==> src/rtl/alarm_clock_pkg.sv <==
// alarm_clock_pkg: BCD widths, digit limits and packed HH:MM field positions shared across the alarm clock
package alarm_clock_pkg;
  localparam int BCD_W = 4;
  localparam int SEC_MAX = 59;
  localparam int MIN_MAX = 59;
  localparam int HOUR_MAX = 23;
  localparam int HOUR_TENS_LSB = 12;
  localparam int HOUR_ONES_LSB = 8;
  localparam int MIN_TENS_LSB = 4;
  localparam int MIN_ONES_LSB = 0;
endpackage

==> src/rtl/bcd_mod_counter.sv <==
// bcd_mod_counter: two-digit BCD counter wrapping from MAX to 00
// ports: i_Clk/i_Reset clock and sync reset; i_Inc advance by one; i_Clear force 00;
//        o_Value packed {tens, ones}; o_Carry high when i_Inc arrives at MAX
module bcd_mod_counter
  import alarm_clock_pkg::*;
#(
  parameter int MAX = 59
) (
  input  logic       i_Clk,
  input  logic       i_Reset,
  input  logic       i_Inc,
  input  logic       i_Clear,
  output logic [7:0] o_Value,
  output logic       o_Carry
);
  localparam logic [7:0] MAX_BCD = {4'(MAX / 10), 4'(MAX % 10)};
  logic [7:0] next;
  assign o_Carry = i_Inc && (o_Value == MAX_BCD);
  // per-digit increment: ones 9 rolls to 0 and bumps tens
  assign next = o_Carry ? 8'h00
              : o_Value[BCD_W-1:0] == 4'd9 ? {o_Value[7:BCD_W] + 4'd1, 4'd0}
              : {o_Value[7:BCD_W], o_Value[BCD_W-1:0] + 4'd1};
  always_ff @(posedge i_Clk)
    if (i_Reset || i_Clear) o_Value <= 8'h00;
    else if (i_Inc) o_Value <= next;
endmodule

==> src/rtl/bcd_time_counter.sv <==
// bcd_time_counter: 1 s prescaler plus BCD hh:mm:ss time keeper with button set mode
// ports: i_Clk/i_Reset clock and sync reset; i_Set_Mode high = set time;
//        i_Inc_Hour/i_Inc_Min debounced buttons (rising edge counts in set mode);
//        o_BCD_Num {HH,MM}; o_Seconds_BCD {SS}; o_Sec_Tick/o_Min_Tick one-cycle pulses
module bcd_time_counter
  import alarm_clock_pkg::*;
#(
  parameter int CLK_IN = 5000000,
  parameter int SEC_DIV = CLK_IN
) (
  input  logic        i_Clk,
  input  logic        i_Reset,
  input  logic        i_Set_Mode,
  input  logic        i_Inc_Hour,
  input  logic        i_Inc_Min,
  output logic [15:0] o_BCD_Num,
  output logic [7:0]  o_Seconds_BCD,
  output logic        o_Sec_Tick,
  output logic        o_Min_Tick
);
  localparam int CW = $clog2(SEC_DIV);
  logic [CW-1:0] cnt;
  logic prev_hour, prev_min;
  logic terminal, sec_inc, min_inc, hour_inc, sec_carry, min_carry, hour_carry;
  logic [7:0] min_val, hour_val;
  assign terminal = cnt == CW'(SEC_DIV - 1);
  assign sec_inc = !i_Set_Mode && terminal;
  // set mode bypasses the seconds chain and never lets minutes carry into hours
  assign min_inc = i_Set_Mode ? i_Inc_Min && !prev_min : sec_carry;
  assign hour_inc = i_Set_Mode ? i_Inc_Hour && !prev_hour : min_carry;
  always_ff @(posedge i_Clk)
    if (i_Reset) begin
      cnt <= '0;
      prev_hour <= 1'b0;
      prev_min <= 1'b0;
      o_Sec_Tick <= 1'b0;
      o_Min_Tick <= 1'b0;
    end else begin
      cnt <= (i_Set_Mode || terminal) ? '0 : cnt + 1'b1;
      prev_hour <= i_Inc_Hour;
      prev_min <= i_Inc_Min;
      o_Sec_Tick <= sec_inc;
      o_Min_Tick <= sec_carry;
    end
  bcd_mod_counter #(.MAX(SEC_MAX)) u_sec (
    .i_Clk(i_Clk), .i_Reset(i_Reset), .i_Inc(sec_inc), .i_Clear(i_Set_Mode),
    .o_Value(o_Seconds_BCD), .o_Carry(sec_carry)
  );
  bcd_mod_counter #(.MAX(MIN_MAX)) u_min (
    .i_Clk(i_Clk), .i_Reset(i_Reset), .i_Inc(min_inc), .i_Clear(1'b0),
    .o_Value(min_val), .o_Carry(min_carry)
  );
  bcd_mod_counter #(.MAX(HOUR_MAX)) u_hour (
    .i_Clk(i_Clk), .i_Reset(i_Reset), .i_Inc(hour_inc), .i_Clear(1'b0),
    .o_Value(hour_val), .o_Carry(hour_carry)
  );
  assign o_BCD_Num[HOUR_TENS_LSB+BCD_W-1:HOUR_ONES_LSB] = hour_val;
  assign o_BCD_Num[MIN_TENS_LSB+BCD_W-1:MIN_ONES_LSB] = min_val;
  logic unused;
  assign unused = hour_carry;
endmodule

==> config.mk <==
export PLATFORM = sky130hd
export DESIGN_NAME = bcd_time_counter
export DESIGN_NICKNAME = d
export VERILOG_FILES = /design/src/rtl/alarm_clock_pkg.sv /design/src/rtl/bcd_mod_counter.sv /design/src/rtl/bcd_time_counter.sv
export SDC_FILE = /design/constraint.sdc
export NUM_CORES = 1
export LEC_CHECK = 0
export CORE_MARGIN = 1.5
export CORE_UTILIZATION = 55
export CTS_BUF_LIST = sky130_fd_sc_hd__clkbuf_16
export DETAILED_ROUTE_END_ITERATION = 6
export PLACE_DENSITY_LB_ADDON = 0.2
export SYNTH_ARGS = -nofsm -noshare
export SYNTH_HDL_FRONTEND = slang
export SYNTH_SLANG_ARGS = --single-unit
export TNS_END_PERCENT = 1
==> constraint.sdc <==
create_clock -name i_Clk -period 4.9 [get_ports i_Clk]
set_input_delay 1.225 -clock i_Clk [delete_from_list [all_inputs] [get_ports i_Clk]]
set_output_delay 1.225 -clock i_Clk [all_outputs]
set_load 0.01 [all_outputs]
Word level (Yosys, flattened, before mapping)
Cells that the tools add are included.
Storage, ports and cells
  word-level logic and storage cells: 51
  output and inout bits: 26
  memories kept: 0
  bits in read-only memories: 0
  input bits: 5
  latch bits: 0
  register bits: 51
  memory bits (writable): 0
Cells by class
  add/subtract/negate cells: 7
  divide/modulo/power cells: 0
  bitwise gates (word level): 0
  reductions and logical operators: 18
  equality and inequality tests: 7
  muxes and demuxes: 8
  multiply operators: 0
  shift operators: 0
  magnitude comparators: 0
Operators with widths (count)
  2-to-1 mux 8 bit: 6
  adder 4 x 1 -> 4 bit (second input constant): 6
  adder 23 x 1 -> 23 bit (second input constant): 1
  == test 23 bit (second input constant): 1
  == test 8 x 7 -> 1 bit (second input constant): 2
  == test 4 bit (second input constant): 3
  == test 8 x 6 -> 1 bit (second input constant): 1
  logical AND 1 bit: 6
  AND reduction 2 bit: 3
  nonzero test 2 bit: 3
  zero test 1 bit: 3
  logical OR 1 bit: 2
  2-to-1 mux 1 bit: 2
  OR reduction 2 bit: 1

Depth between registers and ports, before layout
Gate-level depths: netlist of run 1.
  depth after elaboration: 9
  depth in mapped cells: 9
  depth with buffers taken out: 7

By module
Synthesis of run 1 repeated with hierarchy kept, for this count alone.
Unflattened totals
  cell total of the unflattened synthesis: 275
  area, all modules: 2533.7 um^2
By module, submodules not included
  bcd_time_counter: cells each 141, times used 1, seq. area each 540.5 um^2, area each 1238.7 um^2
  bcd_mod_counter at u_min ...: cells each 44, times used 2, seq. area each 160.2 um^2, area each 426.7 um^2
  bcd_mod_counter at u_hour: cells each 46, times used 1, seq. area each 160.2 um^2, area each 441.7 um^2

Worst setup path before layout of run 1
Ideal clock, no wire load.
  path kind: input port to flip-flop
  start: input port i_Set_Mode
  end: register u_hour.o_Value[6]
  stages: 5
  arrival time: 2.323 ns
  setup slack: 2.456 ns
  path through: nor4_1 > and3_1 > nand4_1 > a21boi_0 > mux2_2
Between the ends
  cells in the longest elaborated chain, start to end: 9
  elaborated cells between the ends (all ways): 10
  classes of those cells: mux (3); reduce/logical (7)
RTL lines
  start: declaration: RTL line bcd_time_counter.sv:13  | input logic i_Set_Mode,
  zero test 1 bit: RTL line bcd_time_counter.sv:27  | assign sec_inc = !i_Set_Mode && terminal;
  logical AND 1 bit: RTL line bcd_time_counter.sv:27
  logical AND 1 bit: RTL line bcd_mod_counter.sv:18  | assign o_Carry = i_Inc && (o_Value == MAX_BCD);
  2-to-1 mux 1 bit: RTL line bcd_time_counter.sv:29  | assign min_inc = i_Set_Mode ? i_Inc_Min && !prev_min : sec_carry;
  logical AND 1 bit: RTL line bcd_mod_counter.sv:18
  2-to-1 mux 1 bit *: RTL line bcd_time_counter.sv:30  | assign hour_inc = i_Set_Mode ? i_Inc_Hour && !prev_hour : min_carry;
  logical AND 1 bit: RTL line bcd_mod_counter.sv:18
  nonzero test 2 bit (no source line)
  AND reduction 2 bit (no source line)
  end signal: assignment: RTL line bcd_mod_counter.sv:25  | else if (i_Inc) o_Value <= next;
  end: declaration: RTL line bcd_mod_counter.sv:13  | output logic [7:0] o_Value,
Every way passes the cells marked *; elsewhere a longest branch is shown, timed or not.
A chain may end at the register's enable or synchronous reset.

Final worst setup path of run 1
Same ends and word-level chain as after synthesis.

==> out/metrics.cfg, run 1 <==
[sta]
fin_worst_skew_ps = 3.24
post-route-period-util_pct = 58.7
tns_ps = 0
finalHoldViolCount = 0
slew_violations = 0
rsz0062_at_grt = no
clock.fmax_mhz = 348
max_slew.worst_pin.slew_ps = 792
relSlewSlack_pct = 46.8
post-route-min-period_ps = 2880
finalSetupViolations = 0

[final_layout]
layout.nets = 342
syn2layout_area_growth_pct = 17.0
ff_latch_area_um2 = 1020
fillerInstances = 398
diodes = 0
multi_input_area_um2 = 1550
drive_above_1_share_pct = 9.17

[worst_setup_path]
required_ps = 5080
slowest_delay_ps = 520
cp_num_cells = 6
crit_chain = clkdlybuf4s50_1 -> nor4_1 -> and3_1 -> nand4_1 -> a21boi_0 -> mux2_2
critPathKind = in2reg
critPathLaunchType = input port
reg2reg_to = cnt[22]$_SDFF_PP0_
reg2reg_depth = 6
ff2ff_setup_slack_ps = 2700
path_delay_family = simple AND/OR/NAND/NOR gates
cp_data_arrival_time_ps = 3060
rr_startpoint = cnt[0]$_SDFF_PP0_
critPathMaxFanout = 7
path_buf_inv = 1
critPathCaptureType = register
cp_slowest_cell = clkdlybuf4s50_1

[logic_synthesis]
synth_area_um2 = 2690
synth_seq_cells = 51
ys.flop_type = dfxtp_1
synth_cell_type_count = 59
syn_inst = 298
syn_nets = 314
yosys_warnings = 0
synth_enable_flop_cells = 0
seq_area_frac_synth_pct = 38.0
syn_avg_cell_area_um2 = 9.03
synth-async-reset-ratio_pct = 0

[placed_design]
portBuffers = 30
finalWeightedCongestion = 0.817
hpwl_um = 3830

[global_routing]
gr-total-overflow = 0
grt_use_met3_pct = 4.14
grt_usage_pct = 22.1
grt_antenna_before_repair = 0
met2_usage_pct = 37.9
grt_use_met1_pct = 28.0
top_usage_layer = met2
grt_pass1_vias = 2051
grt_max_degree = 31
grt_pass1_wl_um = 9250

[routing]
ant_nets = 0
vias = 2159
finalWirelength_um = 5330
dr.pass1.iters = 4
post-route-drc-count = 0
wl_per_cell_um = 13.5
via_per_inst = 5.48
drt_iter0_markers = 104

[floorplan]
rows = 25
initial_core_util_pct = 57.0
coreArea_um2 = 4720
pin_count = 31
dieArea_um2 = 5320
die_height_um = 72.9
die_w_um = 72.9

[cts]
post_cts_buffers = 0
cts.repair.resized = 0
cts_made_buffers = 5
cts_root_buf = clkbuf_16
cts.htree.levels = 2
numClockSinks = 51
cts_tree = done
cts_max_path_buffers = 2
clk_latency_ps = 290
cts-hold-fix-buffers = 0
clkTransAtPathRegs_ps = 70

[pwr]
cellPowerDensity_nw_per_um2 = 252
power_mw = 0.794
vdd_ir_drop_max_v = 0.000202
leakagePower_nw = 1.09

[hold_path]
hold_path.class = reg2reg
hp-start = cnt[0]$_SDFF_PP0_
hold_end = cnt[0]$_SDFF_PP0_
hold_path_depth = 1

[run_status]
status = finished, final reports clean

[run]
drv_cap = 0

[synth_stat cells (4+ instances only)]
cell / instances / area, um2
ha_1: 11 / 138
nor2b_1: 8 / 50.1
o21ai_0: 6 / 30.0
nand2_1: 20 / 75.1
nand3_1: 15 / 75.1
buf_6: 4 / 45.0
inv_1: 10 / 37.5
nor4_1: 5 / 31.3
xnor2_1: 11 / 96.3
xor2_1: 14 / 123
dfxtp_1: 51 / 1020
a21oi_1: 5 / 25.0
and3_1: 6 / 37.5
nor3_1: 12 / 60.1
nor2_1: 48 / 180
nand4_1: 10 / 62.6
[power breakdown]
part	total, mW	switching, mW	internal, mW
logic	0.0298	0.0179	0.0119
clock network	0.343	0.155	0.188
registers	0.421	0.00340	0.418
total	0.794	0.176	0.618
[cell type report]
type                            count  share of cell area, %
Clock inverter                      3                  0.636
Sequential cell                    51                   32.4
Multi-Input combinational cell    227                   49.3
Clock buffer                        5                   3.98
Tap cell                           67                   2.66
Timing Repair Buffer               31                   9.78
Inverter                           10                   1.19
[metal layers]
| layer | part of all wire (%) | up-vias | routed length (um) |
|---|---|---|---|
| li1 | - | 1111 | - |
| met1 | 48 | 1001 | 2540 |
| met2 | 48 | 45 | 2560 |
| met3 | 3.7 | 2 | 197 |
| met4 | 0.69 | 0 | 37 |
| met5 | 0 | - | 0 |
[state kept, by name, summed over array words and instances (netlist names)]
signal / cells
cnt: 23
u_sec.o_Value: 8
prev_min: 1
u_min.o_Value: 8
o_Min_Tick: 1
prev_hour: 1
u_hour.o_Value: 8
o_Sec_Tick: 1
[cell usage in the layout, fill, tap and decap left out, drive strengths merged, types with 3 or more instances in the layout]
cell type / synthesis / final
inv: 10 / 10
nor4bb: 3 / 3
and3: 7 / 7
xor2: 14 / 14
clkbuf: 4 / 5
nand3: 16 / 16
and3b: 4 / 4
ha: 11 / 11
nor4: 6 / 6
dfxtp: 51 / 51
nand4: 10 / 10
nor3: 12 / 12
xnor2: 11 / 11
clkdlybuf4s50: 0 / 30
and4: 3 / 3
nand2: 20 / 20
a21oi: 5 / 5
nor2b: 8 / 8
mux2: 4 / 4
nor2: 48 / 48
o21ai: 10 / 10
[stage by stage]
step | cells | hold WS (ps) | worst slack (ps) | util, % | instance area [um2]
after floorplan | 298 | 430 | 2460 | - | 2690
after global placement | 386 | 445 | 1770 | 63.5 | 3000
after detailed placement | 386 | 460 | 1730 | 63.5 | 3000
after CTS | 394 | 477 | 2020 | 66.6 | 3150
after global routing | 394 | 488 | 1860 | 66.6 | 3150
final | 394 | 470 | 2020 | 66.6 | 3150
[cell families after synthesis]
| kind of cell | count (synthesis) | synth area share (%) |
|---|---|---|
| xor+xnor | 25 | 8.14 |
| flops | 51 | 38.0 |
| compound gates | 36 | 10.1 |
| fa+ha+maj | 11 | 5.12 |
| mux | 6 | 2.70 |
| buf+inv | 20 | 4.37 |
| simple gates | 149 | 31.6 |
[worst register-to-register path, delay by kind of cell, from the launching register on]
kind / cells / cell delay, ps
flip-flops: 1 / 370
AND/OR/NAND/NOR: 5 / 1450
adder cells (fa/ha/maj): 1 / 240
[worst max path at each step]
stage	startpoint	end	slack, ps
finish	i_Set_Mode	u_hour.o_Value[6]$_SDFFE_PP0P_	2020
global route	i_Set_Mode	u_hour.o_Value[6]$_SDFFE_PP0P_	1860
CTS	i_Set_Mode	u_hour.o_Value[6]$_SDFFE_PP0P_	2020
detailed placement	i_Set_Mode	u_hour.o_Value[6]$_SDFFE_PP0P_	1730
global placement	i_Set_Mode	u_hour.o_Value[6]$_SDFFE_PP0P_	1770
floorplan	i_Set_Mode	u_hour.o_Value[6]$_SDFFE_PP0P_	2460
Power figures use the tool's default switching activity.
==> run 2: changes to the inputs <==
==> constraint.sdc (replaced) <==
create_clock -name i_Clk -period 2.71 [get_ports i_Clk]
set_input_delay 0.6775 -clock i_Clk [delete_from_list [all_inputs] [get_ports i_Clk]]
set_output_delay 0.6775 -clock i_Clk [all_outputs]
set_load 0.01 [all_outputs]
==> out/metrics.cfg, run 2 (synthesized netlist as in run 1, its figures left out) <==
[run_status]
status = finished, final reports clean

[routing]
ant_nets = 0  ; unchanged
vias = 2187  ; +1.3%
dr_wl_met2_um = 2660  ; +4.0%
via_per_inst = 5.51  ; +0.53%
finalWirelength_um = 5430  ; +1.8%
wl_met3_um = 122  ; -38%
drt-met1-wl_um = 2600  ; +2.3%
drt_iter0_markers = 68  ; -35%
post-route-drc-count = 0  ; unchanged
highest_layer = met4
dr.pass1.iters = 4  ; unchanged
wl_per_cell_um = 13.7  ; +1.0%

[cts]
clk_latency_ps = 290  ; about the same
post_cts_buffers = 0  ; unchanged
cts-hold-fix-buffers = 0  ; unchanged
cts_tree = done
cts_root_buf = clkbuf_16
cts.repair.resized = 0  ; unchanged
numClockSinks = 51  ; unchanged
clkTransAtPathRegs_ps = 70  ; about the same
cts.htree.levels = 2  ; unchanged
cts_max_path_buffers = 2  ; unchanged
cts_made_buffers = 5  ; unchanged

[placed_design]
hpwl_um = 3900  ; +1.7%
finalWeightedCongestion = 0.795  ; -2.8%
place_inst = 389  ; +0.78%
portBuffers = 30  ; unchanged

[final_layout]
ff_latch_area_um2 = 1020  ; unchanged
final_cell_mix = 51 x dfxtp_1, 48 x nor2_1, 30 x clkdlybuf4s50_1
final_common_cell = dfxtp_1
layout.nets = 345  ; +0.88%
post-route-util_pct = 66.9  ; +0.32 points
max_flop_register = cnt
multi_input_area_um2 = 1550  ; unchanged
instances_no_fill = 397  ; +0.76%
drive_above_1_share_pct = 9.39  ; +0.22 points
fillerInstances = 416  ; +4.5%
largest_reg_flops = 23  ; unchanged
syn2layout_area_growth_pct = 17.5
diodes = 0  ; unchanged

[worst_setup_path]
reg2reg_depth = 6  ; unchanged
critPathKind = in2reg
critPathLaunchType = input port
cp_slowest_cell = clkdlybuf4s50_1
ff2ff_setup_slack_ps = 520  ; -2180 ps
required_ps = 2890  ; -2190 ps
slowest_delay_ps = 440  ; -80 ps
critPathCaptureType = register
critPathMaxFanout = 4  ; -3
cp_data_arrival_time_ps = 2390  ; -670 ps
crit_chain = clkdlybuf4s50_1 -> nor4_1 -> and3_1 -> nand4_1 -> a21boi_0 -> mux2_2

[global_routing]
grt_pass1_wl_um = 9650  ; +4.3%
grt_max_degree = 21  ; -32%
gr-total-overflow = 0  ; unchanged
grt_pass1_vias = 2042  ; -0.44%
grt_usage_pct = 23.0  ; +0.95 points
grt_antenna_before_repair = 0  ; unchanged

[floorplan]
die_height_um = 72.9  ; unchanged
pin_count = 31  ; unchanged
dieArea_um2 = 5320  ; unchanged
initial_core_util_pct = 57.0  ; unchanged
coreArea_um2 = 4720  ; unchanged
rows = 25  ; unchanged
die_w_um = 72.9  ; unchanged

[sta]
finalSetupViolations = 0  ; unchanged
relSlewSlack_pct = 48.6  ; +1.8 points
tns_ps = 0  ; unchanged
post-route-min-period_ps = 2210
holdWs_ps = 470  ; -0.641 ps
fin_worst_skew_ps = 6.29  ; +3.05 ps
slew_violations = 0  ; unchanged
finalHoldViolCount = 0  ; unchanged
clock.fmax_mhz = 452
post-route-period-util_pct = 81.6
rsz0062_at_grt = no
max_slew.worst_pin.slew_ps = 765  ; -26.8 ps

[pwr]
cellPowerDensity_nw_per_um2 = 448  ; +78%
leakagePower_nw = 1.11  ; +2.3%
vdd_ir_drop_max_v = 0.000304  ; +51%

[hold_path]
hold_path_depth = 1  ; unchanged
hold_path.class = reg2reg

[run]
drv_cap = 0  ; unchanged

## run 2: where the power goes
group	internal, mW	switching [mW]	total [mW]
sequential	0.755	0.00606	0.761
combinational	0.0244	0.0327	0.0571
clock	0.334	0.263	0.598
## run 2: area by class of cell
cell class	count	share of cell area, %
multi-input cells	227	49.1
flip-flops and latches	51	32.3
repair buffers	34	10.4
clock buffers	5	3.96
well taps	67	2.65
inverters	10	1.19
clock inverters	3	0.396
## run 2: worst max-delay path, delay by kind of cell
| kind | cells | cell delay (ps) |
|---|---|---|
| buffers and inverters | 1 | 440 |
| muxes | 1 | 350 |
| and+or+nand+nor | 3 | 690 |
| AOI/OAI and AO/OA | 1 | 240 |
## run 2: final timing paths
kind | from | end
setup / recovery | i_Set_Mode | u_hour.o_Value[6]$_SDFFE_PP0P_
hold / removal | cnt[0]$_SDFF_PP0_ | cnt[0]$_SDFF_PP0_
setup reg to reg | cnt[0]$_SDFF_PP0_ | u_min.o_Value[7]$_SDFFE_PP0P_
hold reg to reg | cnt[0]$_SDFF_PP0_ | cnt[0]$_SDFF_PP0_
## run 2: per-stage QoR
step	worst slack [ps]	instance area, um2	power [mW]
2_1_floorplan	699	2690	0.814
3_3_place_gp	257	3020	0.834
3_5_place_dp	220	3020	0.836
4_1_cts	515	3160	1.43
5_1_grt	368	3160	1.47
6_report	499	3160	1.42
## run 2: routing by layer
layer,vias up,GRT usage [%]
li1,1111,-
met1,1043,30.4
met2,29,38.4
met3,4,4.56
met4,0,6.29
met5,-,0
==> run 3: changes to the inputs <==
--- a/config.mk
+++ b/config.mk
@@ -6,7 +6,7 @@
 export NUM_CORES = 1
 export LEC_CHECK = 0
 export CORE_MARGIN = 1.5
-export CORE_UTILIZATION = 55
+export CORE_UTILIZATION = 50
 export CTS_BUF_LIST = sky130_fd_sc_hd__clkbuf_16
 export DETAILED_ROUTE_END_ITERATION = 6
 export PLACE_DENSITY_LB_ADDON = 0.2
==> constraint.sdc (replaced) <==
create_clock -name i_Clk -period 1.8 [get_ports i_Clk]
set_input_delay 0.45 -clock i_Clk [delete_from_list [all_inputs] [get_ports i_Clk]]
set_output_delay 0.45 -clock i_Clk [all_outputs]
set_load 0.01 [all_outputs]
==> out/metrics.cfg, run 3 (synthesized netlist as in run 1, its figures left out) <==
[floorplan]
dieArea_um2 = 5830  ; +9.6%
initial_core_util_pct = 52.3  ; -4.6 points
die_height_um = 76.4  ; +4.7%
coreArea_um2 = 5140  ; +8.8%
rows = 26  ; +4.0%
die_w_um = 76.4  ; +4.7%
pin_count = 31  ; unchanged

[final_layout]
fillerInstances = 421  ; +1.2%
diodes = 0  ; unchanged
final_cell_mix = 66 x buf_4, 48 x nor2_1, 43 x dfxtp_1
multi_input_area_um2 = 1630  ; +5.1%
post-route-util_pct = 72.4  ; +5.5 points
syn2layout_area_growth_pct = 38.3
largest_reg_flops = 23  ; unchanged
drive_above_1_share_pct = 29.1  ; +20 points
max_flop_register = cnt
instances_no_fill = 462  ; +16%
layout.nets = 407  ; +18%
ff_latch_area_um2 = 1030  ; +1.2%
final_common_cell = buf_4

[placed_design]
portBuffers = 30  ; unchanged
dp_slack_ps = -442  ; -662 ps
hpwl_um = 4680  ; +20%
finalWeightedCongestion = 0.832  ; +4.7%
place_inst = 454  ; +17%

[sta]
finalHoldViolCount = 0  ; unchanged
post-route-min-period_ps = 1840
post-route-period-util_pct = 102
clock.fmax_mhz = 543
fin_ws_ps = -40.3  ; -539 ps
rsz0062_at_grt = yes
tns_ps = -157  ; -157 ps
slew_violations = 0  ; unchanged
fin_worst_skew_ps = 6.36  ; +0.0730 ps
max_slew.worst_pin.slew_ps = 343  ; -422 ps
finalSetupViolations = 7  ; +7
relSlewSlack_pct = 77.1  ; +29 points

[worst_setup_path]
critPathKind = reg2reg
cp_data_arrival_time_ps = 2020  ; -370 ps
ff2ff_setup_slack_ps = -40  ; -560 ps
critPathMaxFanout = 3  ; -1
rr_startpoint = cnt[15]$_SDFF_PP0_
slowest_delay_ps = 480  ; +40 ps
crit_chain = nand4bb_4 -> buf_4 -> or4_1 -> nor4_2 -> buf_4 -> a21o_1 -> nor2_1
cpMostUsedCell = buf_4
startpoint = cnt[15]$_SDFF_PP0_
required_ps = 1980  ; -910 ps
reg2reg_to = u_sec.o_Value[2]$_SDFFE_PP0P_
critPathLaunchType = register
path_delay_family = simple AND/OR/NAND/NOR gates
critPathCaptureType = register
reg2reg_depth = 7  ; +1
cp_slowest_cell = or4_1
path_buf_inv = 2  ; +1

[hold_path]
hold_path_depth = 2  ; +1
hold_end = u_min.o_Value[1]$_SDFFE_PP0P_
hold_path.class = reg2reg
hp-start = u_min.o_Value[1]$_SDFFE_PP0P_

[pwr]
sw_frac_of_total_pct = 21.6  ; +0.26 points
power_mw = 2.16  ; +52%
cellPowerDensity_nw_per_um2 = 579  ; +29%
intPower_mw = 1.69  ; +52%
p_switching_mw = 0.466  ; +54%
comb_power_share_pct = 5.2  ; +1.2 points
p_clk_share_pct = 41.8  ; -0.4 points
leakagePower_nw = 1.47  ; +32%
pwr-share-seq_pct = 53.0  ; -0.8 points
vdd_ir_drop_max_v = 0.000536  ; +76%

[run_status]
violations = negative setup slack
status = finished with violations

[run]
drv_cap = 0  ; unchanged

[cts]
clk_latency_ps = 290  ; about the same
cts-hold-fix-buffers = 0  ; unchanged
cts_tree = done
clkTransAtPathRegs_ps = 70  ; about the same
cts.htree.levels = 2  ; unchanged
cts_root_buf = clkbuf_16
numClockSinks = 51  ; unchanged
cts_max_path_buffers = 2  ; unchanged
post_cts_buffers = 0  ; unchanged
cts_made_buffers = 5  ; unchanged

[global_routing]
grt_antenna_before_repair = 0  ; unchanged
gr-total-overflow = 0  ; unchanged
grt_pass1_vias = 2459  ; +20%
grt_usage_pct = 23.7  ; +0.67 points
grt_max_degree = 21  ; unchanged
grt_pass1_wl_um = 11300  ; +17%

[routing]
vias = 2476  ; +13%
via_per_inst = 5.36  ; -2.7%
ant_nets = 0  ; unchanged
post-route-drc-count = 0  ; unchanged
finalWirelength_um = 6350  ; +17%
drt_iter0_markers = 121  ; +78%
wl_per_cell_um = 13.7  ; +0.49%
dr.pass1.iters = 4  ; unchanged

run 3: cell count changes in the layout (fill, tap and decap cells not counted), moves of 2 or more:
cell             delta
buf_4              +62
clkdlybuf4s50_1     -3
clkinv_1            +2
dfxtp_1             -8
dfxtp_2             +7
dlygate4sd2_1       +2
ha_1                -2
inv_1               -2
nor3_1              -3
nor3_2              +2
nor4_1              -2
nor4_2              +2
run 3: power groups by stage:
stage | clock, mW | combinational, mW | sequential (mW)
2_1_floorplan | 0 | 0.0531 | 1.17
3_3_place_gp | 0 | 0.107 | 1.17
3_5_place_dp | 0 | 0.110 | 1.17
4_1_cts | 0.918 | 0.112 | 1.14
5_1_grt | 0.967 | 0.125 | 1.14
6_report | 0.901 | 0.113 | 1.14
run 3: worst max-delay path by stage:
stage / endpoint / cells after the start / slack (ps)
floorplan: u_hour.o_Value[0]$_SDFFE_PP0P_ / 9 / -100
global placement: u_hour.o_Value[6]$_SDFFE_PP0P_ / 6 / -370
detailed placement: u_hour.o_Value[6]$_SDFFE_PP0P_ / 6 / -440
CTS: u_sec.o_Value[2]$_SDFFE_PP0P_ / 7 / -60
global route: u_sec.o_Value[6]$_SDFFE_PP0P_ / 7 / -160
finish: u_sec.o_Value[2]$_SDFFE_PP0P_ / 7 / -40
run 3: timing repair:
| action | CTS | global route |
|---|---|---|
| resized for setup | 16 | 8 |
| pin swaps | 8 | 1 |
| endpoints found under the hold margin | 0 | 0 |
| setup endpoints to repair | 25 | 21 |
run 3: per-stage QoR:
stage / cell area (um2) / hold WS, ps
floorplan: 2710 / 430
global placement: 3510 / 483
detailed placement: 3510 / 497
CTS: 3690 / 506
global route: 3720 / 529
finish: 3720 / 509
run 3: layout make-up:
class | instances | share of cell area (%)
clock buffer | 5 | 3.36
inverter | 10 | 1.01
sequential | 51 | 27.8
tap | 70 | 2.35
timing repair buffer | 96 | 21.4
multi-input combinational | 227 | 43.8
clock inverter | 3 | 0.303
run 3: routing by layer:
layer	GRT usage, %	vias to the layer above	routed length [um]	share of wire (%)
li1	-	1245	-	-
met5	0	-	0	0
met1	29.8	1169	2930	46
met2	41.2	56	3150	50
met4	6.85	0	69	1.1
met3	4.43	6	198	3.1
run 3: worst register-to-register path, stage by stage, from the launching register on:
cell and delay [ps]:
dfxtp_2 320, nand4bb_4 250, buf_4 160, or4_1 480, nor4_2 160, buf_4 150, a21o_1 150, nor2_1 60
